[config.mk]
export PLATFORM = sky130hd
export DESIGN_NAME = axi_txn_arbiter
export DESIGN_NICKNAME = d
export VERILOG_FILES = /design/src/rtl/axi_txn_arbiter.sv
export SDC_FILE = /design/constraint.sdc
export NUM_CORES = 1
export LEC_CHECK = 0
export CORE_UTILIZATION = 45
export DETAILED_ROUTE_END_ITERATION = 8
export PLACE_DENSITY = 0.69
export SLEW_MARGIN = 0
export SYNTH_ARGS = -nofsm -noshare
export SYNTH_HDL_FRONTEND = slang
export SYNTH_SLANG_ARGS = --single-unit
[constraint.sdc]
create_clock -name clk -period 2.2 [get_ports clk]
set_input_delay 0.33 -clock clk [delete_from_list [all_inputs] [get_ports clk]]
set_output_delay 0.33 -clock clk [all_outputs]
set_load 0.02 [all_outputs]
[src/rtl/axi_txn_arbiter.sv]
// Round-robin arbiter for one AXI channel pair: grant is held per transaction until done_i, with lock and watchdog.
// Grant appears 1 cycle after a request; other requesters simply wait while a grant is held.
module axi_txn_arbiter #(
  parameter int unsigned NUM_MASTERS    = 2,
  parameter int unsigned IDX_W          = (NUM_MASTERS > 1) ? $clog2(NUM_MASTERS) : 1,
  parameter int unsigned TIMEOUT_CYCLES = 256,
  parameter int unsigned LOCK_MAX       = 4
) (
  input  logic                   clk,
  input  logic                   rst_n,
  input  logic [NUM_MASTERS-1:0] req_i,
  input  logic [NUM_MASTERS-1:0] lock_i,
  input  logic                   done_i,
  output logic [NUM_MASTERS-1:0] grant_o,
  output logic                   grant_valid_o,
  output logic [IDX_W-1:0]       grant_idx_o,
  output logic                   timeout_o,
  output logic [IDX_W-1:0]       timeout_idx_o
);

  localparam int unsigned CNT_W  = (TIMEOUT_CYCLES > 0) ? $clog2(TIMEOUT_CYCLES + 1) : 1;
  localparam int unsigned LOCK_W = (LOCK_MAX > 0) ? $clog2(LOCK_MAX + 1) : 1;

  localparam logic [CNT_W-1:0]  CNT_SAT  = CNT_W'(TIMEOUT_CYCLES);
  localparam logic [CNT_W-1:0]  CNT_LAST = (TIMEOUT_CYCLES > 0) ? CNT_W'(TIMEOUT_CYCLES - 1) : '0;
  localparam logic [LOCK_W-1:0] LOCK_LIM = LOCK_W'(LOCK_MAX);
  localparam logic [IDX_W-1:0]  IDX_LAST = IDX_W'(NUM_MASTERS - 1);

  typedef enum logic {
    IDLE = 1'b0,
    BUSY = 1'b1
  } state_e;

  state_e                  state_q, state_d;
  logic [NUM_MASTERS-1:0]  grant_q, grant_d;
  logic                    grant_valid_q, grant_valid_d;
  logic [IDX_W-1:0]        grant_idx_q, grant_idx_d;
  logic [IDX_W-1:0]        ptr_q, ptr_d;
  logic [CNT_W-1:0]        cnt_q, cnt_d;
  logic [LOCK_W-1:0]       lock_cnt_q, lock_cnt_d;
  logic                    timeout_q, timeout_d;
  logic [IDX_W-1:0]        timeout_idx_q, timeout_idx_d;

  logic [IDX_W:0]          pick;
  logic [IDX_W-1:0]        ptr_after;
  logic                    lock_ok;
  logic                    wd_fire;

  // Walk candidates from ptr with an explicit wrap so a non-power-of-two N never yields an index >= N.
  function automatic logic [IDX_W:0] rr_pick(input logic [NUM_MASTERS-1:0] req,
                                             input logic [IDX_W-1:0]       ptr);
    logic [IDX_W:0]   res;
    logic [IDX_W-1:0] cand;
    res  = '0;
    cand = ptr;
    for (int k = 0; k < NUM_MASTERS; k++) begin
      if (!res[IDX_W] && req[cand]) begin
        res = {1'b1, cand};
      end
      cand = (cand == IDX_LAST) ? '0 : cand + 1'b1;
    end
    return res;
  endfunction

  always_comb begin
    pick      = rr_pick(req_i, ptr_q);
    ptr_after = (grant_idx_q == IDX_LAST) ? '0 : grant_idx_q + 1'b1;
    lock_ok   = lock_i[grant_idx_q] && req_i[grant_idx_q] && (lock_cnt_q < LOCK_LIM);
    wd_fire   = (TIMEOUT_CYCLES > 0) && (cnt_q == CNT_LAST);
  end

  always_comb begin
    state_d       = state_q;
    grant_d       = grant_q;
    grant_valid_d = grant_valid_q;
    grant_idx_d   = grant_idx_q;
    ptr_d         = ptr_q;
    cnt_d         = cnt_q;
    lock_cnt_d    = lock_cnt_q;
    timeout_d     = 1'b0;
    timeout_idx_d = timeout_idx_q;

    unique case (state_q)
      IDLE: begin
        if (pick[IDX_W]) begin
          state_d              = BUSY;
          grant_d              = '0;
          grant_d[pick[IDX_W-1:0]] = 1'b1;
          grant_valid_d        = 1'b1;
          grant_idx_d          = pick[IDX_W-1:0];
          cnt_d                = '0;
        end
      end
      BUSY: begin
        // done_i is checked before the watchdog so a same-cycle completion is a normal release.
        if (done_i && lock_ok) begin
          lock_cnt_d = lock_cnt_q + 1'b1;
          cnt_d      = '0;
        end else if (done_i || wd_fire) begin
          state_d       = IDLE;
          grant_d       = '0;
          grant_valid_d = 1'b0;
          grant_idx_d   = '0;
          ptr_d         = ptr_after;
          cnt_d         = '0;
          lock_cnt_d    = '0;
          if (!done_i) begin
            timeout_d     = 1'b1;
            timeout_idx_d = grant_idx_q;
          end
        end else if (cnt_q != CNT_SAT) begin
          cnt_d = cnt_q + 1'b1;
        end
      end
      default: begin
        state_d = IDLE;
      end
    endcase
  end

  always_ff @(posedge clk or negedge rst_n) begin
    if (!rst_n) begin
      state_q       <= IDLE;
      grant_q       <= '0;
      grant_valid_q <= 1'b0;
      grant_idx_q   <= '0;
      ptr_q         <= '0;
      cnt_q         <= '0;
      lock_cnt_q    <= '0;
      timeout_q     <= 1'b0;
      timeout_idx_q <= '0;
    end else begin
      state_q       <= state_d;
      grant_q       <= grant_d;
      grant_valid_q <= grant_valid_d;
      grant_idx_q   <= grant_idx_d;
      ptr_q         <= ptr_d;
      cnt_q         <= cnt_d;
      lock_cnt_q    <= lock_cnt_d;
      timeout_q     <= timeout_d;
      timeout_idx_q <= timeout_idx_d;
    end
  end

  assign grant_o       = grant_q;
  assign grant_valid_o = grant_valid_q;
  assign grant_idx_o   = grant_idx_q;
  assign timeout_o     = timeout_q;
  assign timeout_idx_o = timeout_idx_q;

endmodule
After elaboration in Yosys (flattened, before gate mapping)
Cells that the tools add are included.

word-level totals
  memories kept = 0
  bits in registers = 20
  logic and storage cells = 80
  bits in writable memories = 0
  output and inout bits = 6
  bits of input ports = 7
  bits in read-only memories = 0
  latch bits = 0

cells by class
  add/subtract/negate cells = 4
  shift-type cells = 0
  divide/modulo/power cells = 0
  $mul = 0
  reductions and logical operators = 13
  mux-type cells = 39
  equality and inequality tests = 6
  magnitude comparators = 6
  bitwise logic cells = 3

operator list
  operator             count
  $mux 9               4
  $mux 1               22
  $pmux 9 s2           1
  $mux 2               5
  $add 9x1->9 const B  1
  $eq 9x8->1 const B   1
  $ne 9x9->1 const B   1
  $lt 1x2->1 const B   4
  $mux 3               2
  $pmux 1 s2           3
  $reduce_and 3->1     2
  $logic_and 1x1->1    5
  $ne 2x2->1 const B   2
  $ne 4x1->1 const B   1
  $pmux 2 s2           1
  $reduce_and 2->1     2
  $reduce_and 4->1     1
  $add 3x1->3 const B  1
  $lt 3x3->1 const B   1
  $not 1->1            3
  $add 1x1->1 const B  2
  $ne 2x1->1 const B   1
  $reduce_bool 2->1    1
  $demux 1 s1          1
  3 further kinds      3

Depth between registers and ports, before layout
  depth in word-level cells = 12
  depth in mapped cells = 8
  mapped depth without buffers = 7

Worst setup path after synthesis
OpenSTA, ideal clock, no wires.

  path type = register to register
  start point = register cnt_q[0]
  end point = register cnt_q[7]
  arrival = 2.079 ns
  clock period less this slack = 2.148 ns
  cell stages (with the launch flop) = 9
  data required time = 2.131 ns
  path slack = 0.052 ns
  setup time = 0.069 ns
  path buffers = 1
  cells stage by stage = dfrtp_1 > ha_1 > nand2_1 > nor3_1 > ha_1 > or3b_1 > buf_2 > or4_1 > nand3_1

on the way
  longest elaborated chain between the ends = 5
  elaborated cells between the ends (all ways) = 10
  those cells by class = add/sub: 1; eq/ne: 3; mux: 4; reduce/logical: 2

RTL lines
  element                                     line     RTL
  start: declaration                          39       logic [CNT_W-1:0] cnt_q, cnt_d;
  start signal: assignment                    138      cnt_q <= cnt_d;
  $add 9x1->9 or $eq 9x8->1 (tied branches)   112, 69
  $mux 9 or $logic_or 1x1->1 (tied branches)  111, 99
  $mux 9                                      99       end else if (done_i || wd_fire) begin
  $mux 9                                      96       if (done_i && lock_ok) begin
  $pmux 9 s2                                  83       unique case (state_q)

Parallel ways exist; a longest one is shown, timed or not. The select of a mux whose other input is x is not followed.
A chain may end at the register's enable or synchronous reset.

Final worst setup path
Ends and elaborated chain as after synthesis.

==> results.txt <==
The tools report the initial antenna violation count as 0. In this run the post-CTS setup repair buffer count came out at 0. The number of global-route vias before repair is 870, and the number of buffers created by CTS is 3.

Together, buffers and inverters on the worst path number 0. Final routed DRC violation total: 0. The terminus of the critical flop-to-flop path is cnt_q[7]$_DFFE_PN0P_.

The sequential share of the synthesized area came out at 0.449. Counting I/O delays and the setup requirement, the final critical path takes 2.08 ns. After detailed routing, the average wire length per cell comes to 13.9 um.

The first routing iteration left 28 violations. The total die area was 0.00255 sq mm. The run gives 13 as the number of top-level pins. The die is 50.5 um wide. Static timing analysis puts the maximum clock frequency at 480 MHz. The share of cells above drive strength 1 came out at 0.107.

Dominant cell type by count on the critical path: sky130_fd_sc_hd__ha_1. Clock latency on the worst-skew pair: 0.29 ns. The critical path data arrival time was 2.31 ns; the worst slew slack as a fraction of its limit was 0.693.

Dividing the detail-routed via count by the number of cells gives 5.84. The number of cell instances on the worst register-to-register path is 7. Setup repair after global routing left no endpoint under its margin.

For this block, the routed nets add up to 2210 um of wire. The tools report the setup slack after placement as 0.139 ns. The routed layout has 928 vias. For the sequential fraction of design power, the log shows 0.515. Clock root buffer master: sky130_fd_sc_hd__clkbuf_4.

For this run the aggregate overflow at the end of global routing stands at 0. For the synthesized net count, the log shows 123. At the pin with the least slew margin, the transition time is 0.457 ns.

The critical path is of the flip-flop to flip-flop type. The logs give 0.191 for the share of power burned in the clock network and 2.43 ns for the worst endpoint required time. The cell-internal power is 599 uW, and the clock sink count is 19. For the level count of the clock H-tree, the log shows 1.

Once detailed placement completed, the half-perimeter wirelength came to 1620 um. At the end of routability-driven placement, the weighted congestion stood at 0.812. Walking the worst path, the cells encountered are ha_1, nand2_1, nor3_1, ha_1, or3b_1, or4_1, nand3_1. Entering global routing, the biggest net connects 20 pins.

The logs give 0 for the total number of yosys warnings and 0 for the number of nets with antenna violations after routing. The average instance in the mapped netlist occupies 9.46 sq um. The tools report the count of final setup violators as 0. Final hold analysis gives a worst-case slack of 0.361 ns. The post-cts repair resize count was 0. The filler cells instantiated in the layout total 204.

The count of buffers added on input and output ports is 12. For this run, the leading register cell type out of synthesis is sky130_fd_sc_hd__dfrtp_1. The logs give 0 for the number of violations of the max-capacitance limit and 0 for the final-report max-slew violation count. The effective utilization at floorplan came out at 0.479. The setup check on the worst reg-to-reg path leaves a slack of 0.12 ns. In the post-route analysis, the smallest setup slack over all paths is 0.118 ns. Summed over all cells, the static leakage comes to 0.000565 uW. The placeable core region was 0.00221 sq mm; the instance count of the mapped netlist was 112. The mapped netlist covers 0.00106 sq mm. The number of hold buffers added after CTS was 0.

The number of antenna diodes in the final layout is 0. The tools report the post-route setup TNS as 0 ns. The top cell types in the final layout, fill and taps aside, are sky130_fd_sc_hd__dfrtp_1, sky130_fd_sc_hd__nand2_1, sky130_fd_sc_hd__clkdlybuf4s50_1. The first-pass GRT wire length is 3830 um, and the largest fanout on the critical path is 5. TritonCTS built the clock tree. Detailed-routing iteration count for the pre-antenna-repair pass: 4.

For the combinational group share of total power, the log shows 0.294. The startpoint identified for the worst register-to-register timing path is cnt_q[0]$_DFFE_PN0P_. The portion of the clock cycle consumed by the worst path in the final layout was 0.946. The kind of end point of the critical path is a flip-flop. Among cell families on the critical path, the largest total delay comes from simple AND/OR/NAND/NOR gates. Largest clock skew in the final design: 0.00510 ns. The cell with the largest stage delay on the worst path was sky130_fd_sc_hd__or4_1.

The number of placement rows was 17. The tools report the overall global routing resource usage as 0.202. Clock-pin slew was measured on the worst setup and hold paths at 0.10 ns.

In this run the power density over the cells is 700 mW/mm^2. The flow ran to the end, and the final reports show no timing, DRC or antenna violations. Compared with the post-synthesis result, the final layout area differs by 20.2%.

At the end of the flow, the number of nets in the layout was 143. The run gives 2 as the buffer depth of the longest clock path. The total count of hold-check failures in the final report was 0; the number of unique standard cell types used by synthesis was 40. The tools report the maximum resistive drop on vdd as 479 uV.

The synthesized flop and latch total came out at 19. In this run the worst hold path is classified as primary input to async pin. The largest single stage delay on the critical path is 0.50 ns. For this design the total switching power over the nets is 292 uW.

Counting flops with a built-in enable in the synthesized netlist gives 0. The y dimension of the die is 50.5 um. STA classifies the critical path startpoint as a flip-flop. The net switching share of the total power was 0.328; the final design utilization was 0.576.

The proportion of synthesized flip-flops having asynchronous set or reset came out at 1.00. Leaving out fill and tap cells, the most frequent cell in the layout is sky130_fd_sc_hd__dfrtp_1.
-- cells by family (layout without fill, tap and decap cells) --
logic type	Yosys count	after routing	synth area share
compound gates	36	36	0.242
fa+ha+maj	4	4	0.0472
buf+inv	14	33	0.0543
flops	19	19	0.449
mux	1	1	0.0106
simple gates	38	38	0.197
-- area by class of cell --
type	count	area [sq um]	area share
Multi-Input combinational cell	79	527	0.414
Timing Repair Buffer	19	173	0.136
Tap cell	28	35.0	0.0275
Sequential cell	19	475	0.373
Inverter	10	37.5	0.0295
Clock buffer	4	26.3	0.0206
-- state kept, by name (all words and copies together) (netlist names) --
name           cells
cnt_q              9
lock_cnt_q         3
grant_o            2
grant_valid_o      1
ptr_q              1
state_q            1
timeout_idx_o      1
timeout_o          1
-- per-stage QoR --
| stage | total power [uW] | cell area, sq um | instances |
|---|---|---|---|
| finish | 891 | 1270 | 159 |
| global route | 953 | 1270 | 159 |
| CTS | 904 | 1270 | 159 |
| detailed placement | 730 | 1250 | 155 |
| global placement | 719 | 1250 | 155 |
| floorplan | 620 | 1060 | 112 |
-- power by group through the flow --
stage	sequential (uW)	combinational, uW	clock, uW
5_1_grt	467	297	189
4_1_cts	459	265	180
6_report	459	262	170
2_1_floorplan	465	154	0
3_5_place_dp	466	264	0
3_3_place_gp	460	258	0
-- worst reg2reg max path, stage by stage (launching register included) --
cell                      delay (ns)
sky130_fd_sc_hd__dfrtp_1        0.43
sky130_fd_sc_hd__ha_1           0.25
sky130_fd_sc_hd__nand2_1        0.11
sky130_fd_sc_hd__nor3_1         0.07
sky130_fd_sc_hd__ha_1           0.18
sky130_fd_sc_hd__or3b_1         0.39
sky130_fd_sc_hd__or4_1          0.50
sky130_fd_sc_hd__nand3_1        0.09
-- per-layer routing --
layer | routed length (um) | track usage | vias up
li1 | - | - | 453
met1 | 1020 | 0.257 | 451
met2 | 1100 | 0.342 | 22
met3 | 66 | 0.0364 | 2
met4 | 17 | 0.0694 | 0
met5 | 0 | 0 | -
-- cell usage after synthesis (2+ instances only) --
cell                        instances  area (sq um)
sky130_fd_sc_hd__dfrtp_1           19           475
sky130_fd_sc_hd__nand2_1           12          45.0
sky130_fd_sc_hd__inv_1             10          37.5
sky130_fd_sc_hd__o21ai_0           10          50.1
sky130_fd_sc_hd__a21oi_1            4          20.0
sky130_fd_sc_hd__ha_1               4          50.1
sky130_fd_sc_hd__nand3_1            4          20.0
sky130_fd_sc_hd__nor3_1             4          20.0
sky130_fd_sc_hd__nor2b_1            3          18.8
sky130_fd_sc_hd__a31o_2             2          17.5
sky130_fd_sc_hd__a31oi_1            2          12.5
sky130_fd_sc_hd__and3_1             2          12.5
sky130_fd_sc_hd__and3b_1            2          17.5
sky130_fd_sc_hd__clkbuf_1           2          7.51
sky130_fd_sc_hd__nor2_1             2          7.51
sky130_fd_sc_hd__o2111ai_1          2          17.5
sky130_fd_sc_hd__o211ai_1           2          15.0
sky130_fd_sc_hd__o2bb2ai_1          2          17.5
sky130_fd_sc_hd__or3_1              2          12.5
sky130_fd_sc_hd__or4_1              2          15.0
-- how the worst max path moves through the flow --
stage	start	slack (ns)	endpoint	cells past startpoint
after CTS	cnt_q[0]$_DFFE_PN0P_	0.11	cnt_q[4]$_DFFE_PN0P_	8
after floorplan	cnt_q[0]$_DFFE_PN0P_	0.05	cnt_q[7]$_DFFE_PN0P_	8
after global placement	cnt_q[0]$_DFFE_PN0P_	0.19	cnt_q[7]$_DFFE_PN0P_	7
after global routing	cnt_q[0]$_DFFE_PN0P_	0.007	cnt_q[4]$_DFFE_PN0P_	8
after detailed placement	cnt_q[0]$_DFFE_PN0P_	0.14	cnt_q[7]$_DFFE_PN0P_	7
final	cnt_q[0]$_DFFE_PN0P_	0.12	cnt_q[7]$_DFFE_PN0P_	7
Note: power is estimated with default switching activity, not from simulation.
